$ cat src/rtl/alu_pkg.sv
// Shared definitions for the 32-bit ALU: datapath width and opcode encoding.
package alu_pkg;

    localparam int unsigned WIDTH = 32;
    localparam int unsigned OP_W  = 3;

    // Bit 2 selects the inverted B operand with carry-in 1 (ANDN/ORN/SUB/SLT).
    typedef enum logic [OP_W-1:0] {
        OP_AND  = 3'b000,
        OP_OR   = 3'b001,
        OP_ADD  = 3'b010,
        OP_RSVD = 3'b011,
        OP_ANDN = 3'b100,
        OP_ORN  = 3'b101,
        OP_SUB  = 3'b110,
        OP_SLT  = 3'b111
    } alu_op_e;

endpackage

$ cat src/rtl/alu_comb.sv
// Combinational ALU datapath with one shared adder.
// Ports:
//   a, b   : operands, two's complement
//   f      : operation select (alu_op_e encoding)
//   res_c  : combinational result
module alu_comb
    import alu_pkg::*;
(
    input  logic [WIDTH-1:0] a,
    input  logic [WIDTH-1:0] b,
    input  logic [OP_W-1:0]  f,
    output logic [WIDTH-1:0] res_c
);

    logic [WIDTH-1:0] b_mux;
    logic [WIDTH-1:0] sum;
    logic             ovf;
    logic             slt;
    alu_op_e          op;

    // f[2] inverts B and injects carry-in, turning the adder into a subtractor.
    assign b_mux = f[2] ? ~b : b;
    assign sum   = a + b_mux + WIDTH'(f[2]);

    // Signed overflow of a-b: operands of equal sign yielding a result of the other sign.
    assign ovf = (a[WIDTH-1] == b_mux[WIDTH-1]) && (sum[WIDTH-1] != a[WIDTH-1]);
    assign slt = sum[WIDTH-1] ^ ovf;

    assign op = alu_op_e'(f);

    // Result select.
    always_comb begin
        res_c = '0;
        case (op)
            OP_AND:  res_c = a & b_mux;
            OP_OR:   res_c = a | b_mux;
            OP_ADD:  res_c = sum;
            OP_RSVD: res_c = '0;
            OP_ANDN: res_c = a & b_mux;
            OP_ORN:  res_c = a | b_mux;
            OP_SUB:  res_c = sum;
            OP_SLT:  res_c = WIDTH'(slt);
            default: res_c = '0;
        endcase
    end

endmodule

$ cat src/rtl/alu_32bit.sv
// 32-bit ALU with a registered result, zero flag and valid, latency one cycle.
// Ports:
//   clk, rst_n : clock, asynchronous active-low reset
//   in_valid   : a, b, f captured on this rising edge
//   a, b, f    : operands and operation select
//   y, z       : registered result and zero flag (held while idle)
//   out_valid  : one-cycle pulse when y/z carry a new result
module alu_32bit
    import alu_pkg::*;
(
    input  logic             clk,
    input  logic             rst_n,
    input  logic             in_valid,
    input  logic [WIDTH-1:0] a,
    input  logic [WIDTH-1:0] b,
    input  logic [OP_W-1:0]  f,
    output logic [WIDTH-1:0] y,
    output logic             z,
    output logic             out_valid
);

    logic [WIDTH-1:0] res_c;

    alu_comb u_comb (
        .a     (a),
        .b     (b),
        .f     (f),
        .res_c (res_c)
    );

    // Output register: load on in_valid, otherwise hold; z tracks the loaded result.
    always_ff @(posedge clk or negedge rst_n) begin
        if (!rst_n) begin
            y         <= '0;
            z         <= 1'b1;
            out_valid <= 1'b0;
        end else begin
            out_valid <= in_valid;
            if (in_valid) begin
                y <= res_c;
                z <= ~|res_c;
            end
        end
    end

endmodule

$ cat config.mk
export PLATFORM = sky130hd
export DESIGN_NAME = alu_32bit
export DESIGN_NICKNAME = d
export VERILOG_FILES = /design/src/rtl/alu_pkg.sv /design/src/rtl/alu_comb.sv /design/src/rtl/alu_32bit.sv
export SDC_FILE = /design/constraint.sdc
export NUM_CORES = 1
export LEC_CHECK = 0
export CAP_MARGIN = 10
export CORE_ASPECT_RATIO = 0.5
export CORE_MARGIN = 1.5
export CORE_UTILIZATION = 57
export CTS_BUF_LIST = sky130_fd_sc_hd__clkbuf_8
export DETAILED_ROUTE_END_ITERATION = 7
export GPL_ROUTABILITY_DRIVEN = 1
export PLACE_DENSITY = 0.94
export REMOVE_ABC_BUFFERS = 1
export SYNTH_ARGS = -nofsm -noshare
export SYNTH_HDL_FRONTEND = slang
export SYNTH_SLANG_ARGS = --single-unit
$ cat constraint.sdc
create_clock -name clk -period 1.96 [get_ports clk]
set_input_delay 0.392 -clock clk [delete_from_list [all_inputs] [get_ports clk]]
set_output_delay 0.392 -clock clk [all_outputs]
set_load 0.02 [all_outputs]
==> results.tsv, run 1 <==
metric	value	unit
synth_xor_xnor_area_share	11.8	%
yosys.area.top_type	dfrtp_1	
cts_resized	289	
cts_buffers	5	
status	aborted with a tool error	
avgSynthCellArea	8.11	µm²
synth_mux_area_share	4.11	%
synthAdderAreaFrac	17.5	%
clk_path_buf_depth	2	
synthTopCellsByCount	inv_1 (72), a21oi_1 (66), ha_1 (64), nor2_1 (54), xor2_1 (43)	
core.rowCount	23	
synth_edf_count	0	
cts_sinks	34	
synthCells	578	
postCtsSetupBuffers	56	
synth.most_common_cell	inv_1	
clockRootBuffer	clkbuf_8	
ys_warn_count	0	
synth_top_family_by_area	compound AO/OA/AOI/OAI gates	
dp_hpwl	14.8	mm
yosysSeqAreaShare	18.2	%
syn_area	0.00469	mm²
stop_stage	clock tree synthesis (4_1_cts)	
num_io_pins	104	
ys_ff_latch	34	
port_buffers	103	
start_util	58.6	%
synth_compound_area_share	27.0	%
async_flop_share	100	%
hold_buffers	0	
die_h	67.1	µm
htree_levels	2	
stop_error	[ERROR DPL-0038] Utilization greater than 100%, impossible to legalize	
finalWeightedCongestion	0.981	
synthDistinctLibCells	69	
synth_area_leaders	dfrtp_1 (18%), ha_1 (17%), xor2_1 (8.0%)	
yosysTopAreaCellShare	17.6	%
die_x	131	µm
synth_ff_type	dfrtp_1	
yosys.area_share.simple	11.9	%
## per-stage QoR
stage	cells	worst slack, ns	setup TNS [ns]	area (µm²)
floorplan	554	-1.22	-14.71	4520
global placement	922	-1.89	-40.57	6850
detailed placement	922	-2.07	-46.83	6850
## cell families after synthesis
group,count (synthesis)
adder cells (fa/ha/maj),65
XOR/XNOR,63
multiplexers,18
buffers and inverters,97
flip-flops,34
AND/OR/NAND/NOR,123
AO/OA/AOI/OAI,178
==> run 2, diff against run 1 <==
--- a/config.mk
+++ b/config.mk
@@ -6,13 +6,11 @@
 export NUM_CORES = 1
 export LEC_CHECK = 0
 export CAP_MARGIN = 10
-export CORE_ASPECT_RATIO = 0.5
 export CORE_MARGIN = 1.5
-export CORE_UTILIZATION = 57
-export CTS_BUF_LIST = sky130_fd_sc_hd__clkbuf_8
+export CORE_UTILIZATION = 40
 export DETAILED_ROUTE_END_ITERATION = 7
 export GPL_ROUTABILITY_DRIVEN = 1
-export PLACE_DENSITY = 0.94
+export PLACE_DENSITY_LB_ADDON = 0.15
 export REMOVE_ABC_BUFFERS = 1
 export SYNTH_ARGS = -nofsm -noshare
 export SYNTH_HDL_FRONTEND = slang
==> run 2 against run 1 <==
Effect of this change:
- the flow now finishes, with violations (setup timing)
- synthesized area did not move
- synthesized cell count stayed put
==> results.tsv, run 2 <==
metric	value	unit
cp_max_fo	5	
grt.total_usage	26.4	%
clk_path_buf_depth	2	
core.rowCount	39	
rsz0062_at_grt	true	
layout_setup_ws	-1.16	ns
ys_ff_latch	34	
cts_sinks	34	
antenna_cells	0	
path_clk_slew	0.06	ns
htree_levels	2	
hp-class	flop to flop	
yosysTopAreaCellShare	17.6	%
grt_pass1_vias	5555	
fmax	321	MHz
core_area	0.0114	mm²
async_flop_share	100	%
grt_max_degree	63	
die_h	111	µm
most-common-layout-cells	buf_4 (180), clkdlybuf4s50_1 (74), inv_1 (64), nor2_1 (54), a21oi_2 (37)	
antenna_found_initial	0	
timing.final.crit_share	159	%
setup_tns	-21.33	ns
required	2.17	ns
grt_pass1_wl	26.8	mm
synthDistinctLibCells	69	
dp_slack	-1.97	ns
final_common_cell	buf_4	
reg.largest.list	y (32), out_valid (1), z (1)	
r2r_cells	2	
ys_warn_count	0	
vdd_ir_drop_max	0.000592	V
synthTopCellsByCount	inv_1 (72), a21oi_1 (66), ha_1 (64), nor2_1 (54), xor2_1 (43)	
avgSynthCellArea	8.11	µm²
whs_path_depth	1	
leakage	3.85	nW
arrival	3.32	ns
start_util	41.0	%
dieArea	0.0124	mm²
syn_area	0.00469	mm²
skew	0	ns
drv_slew	0	
synth.most_common_cell	inv_1	
synth_ff_type	dfrtp_1	
r2r-start	z	
wl	16.5	mm
clock_latency	0.29	ns
finalWeightedCongestion	0.906	
dr.first_iter.drc_count	195	
yosysSeqAreaShare	18.2	%
setup-violations-final	32	
num_io_pins	104	
ant_nets	0	
status	complete, but fails checks	
holdPathEnd	y[1]	
top_register	y	
violations	setup timing	
routedWlPerCell	16.4	µm
dr.pass1.iters	4	
grt_overflow	0	
synth_area_leaders	dfrtp_1 (18%), ha_1 (17%), xor2_1 (8.0%)	
startpoint_type	input pin	
rr_endpoint	z	
largest_reg_flops	32	
synthCells	578	
cts_tree	yes	
cellPowerDensity	604	mW/mm²
maxCapViolations	0	
clockRootBuffer	clkbuf_16	
final_layout_size_suffix_gt1_share	41.2	%
critPathKind	input pin to flop	
area_growth	75.5	%
min_period	3.12	ns
slew_headroom	51.8	%
hold_buffers	0	
layout.nets	993	
cts_buffers	5	
end_kind	flop	
yosys.area.top_type	dfrtp_1	
worst_slew_pin_slew	0.723	ns
dp_hpwl	11.6	mm
viasPerCell	5.23	
r2r_slack	1.14	ns
drc_errors	0	
die_x	111	µm
port_buffers	103	
synth_edf_count	0	
hold_viol	0	
vias	5238	
holdCritStartpoint	y[1]	
-- run 2: cell counts after synthesis --
No cell type changed its count.
-- run 2: critical path, cell delays in order --
cell and delay (ns):
buf_12 0.12, buf_12 0.14, mux2i_2 0.16, inv_1 0.08, fa_2 0.37, a211oi_4 0.31
o211ai_2 0.17, a21oi_2 0.21, buf_4 0.15, xnor2_2 0.05, mux2i_1 0.20, o22ai_2 0.12
nor4_2 0.22, nand4_1 0.13, nor3_2 0.13, nand4_1 0.11, o32ai_2 0.27
-- run 2: per-layer routing --
metal	up-vias	GRT usage, %	routed length, µm
met5	-	0	0
met3	32	2.84	626
met4	0	10.1	444
met1	2511	32.7	7030
met2	150	47.0	8360
li1	2545	-	-
-- run 2: layout make-up --
| type | instances | area, µm² |
|---|---|---|
| sequential | 34 | 852 |
| tap | 143 | 179 |
| fill | 877 | 3190 |
| inverter | 73 | 274 |
| clock buffer | 8 | 166 |
| timing repair buffer | 297 | 2570 |
| multi-input combinational | 447 | 4180 |
-- run 2: how the worst max path moves through the flow --
stage / start / to / slack [ns] / depth (start not counted)
5_1_grt: f[2] / z / -1.41 / 17
4_1_cts: f[2] / z / -1.24 / 16
3_3_place_gp: b[0] / z / -1.88 / 15
3_5_place_dp: b[0] / z / -1.97 / 15
2_1_floorplan: b[0] / z / -1.22 / 14
6_report: f[2] / z / -1.16 / 17
-- run 2: cells by family after synthesis --
| kind of cell | count (synthesis) | share of synthesized area, % |
|---|---|---|
| mux | 18 | 4.11 |
| buf+inv | 97 | 9.45 |
| xor+xnor | 63 | 11.8 |
| simple gates | 123 | 11.9 |
| fa+ha+maj | 65 | 17.5 |
| flops | 34 | 18.2 |
| compound gates | 178 | 27.0 |
-- run 2: metrics by stage --
step / cells / hold slack [ns] / area [µm²] / total power, mW / util [%]
final: 1002 / 0.479 / 8220 / 4.97 / 72.0
after global routing: 1002 / 0.510 / 8220 / 5.25 / 72.0
after detailed placement: 965 / 0.471 / 6980 / 3.46 / 61.1
after CTS: 999 / 0.488 / 8030 / 4.82 / 70.3
after global placement: 965 / 0.464 / 6980 / 3.43 / 61.1
after floorplan: 554 / 0.0964 / 4520 / 2.18 / -
-- run 2: repair_timing --
action / 4_1_cts / 5_1_grt
resized for setup: 168 / 32
cloned: 1 / 1
setup endpoints to repair: 33 / 32
pin swaps: 98 / 44
buffers inserted: 29 / 6
-- run 2: where the power goes --
group          total (mW)  internal [mW]  switching, mW
logic                3.18           1.67           1.50
clock network       0.919          0.577          0.343
registers           0.873          0.804         0.0688
No activity file was read; power rests on OpenSTA's default activity.
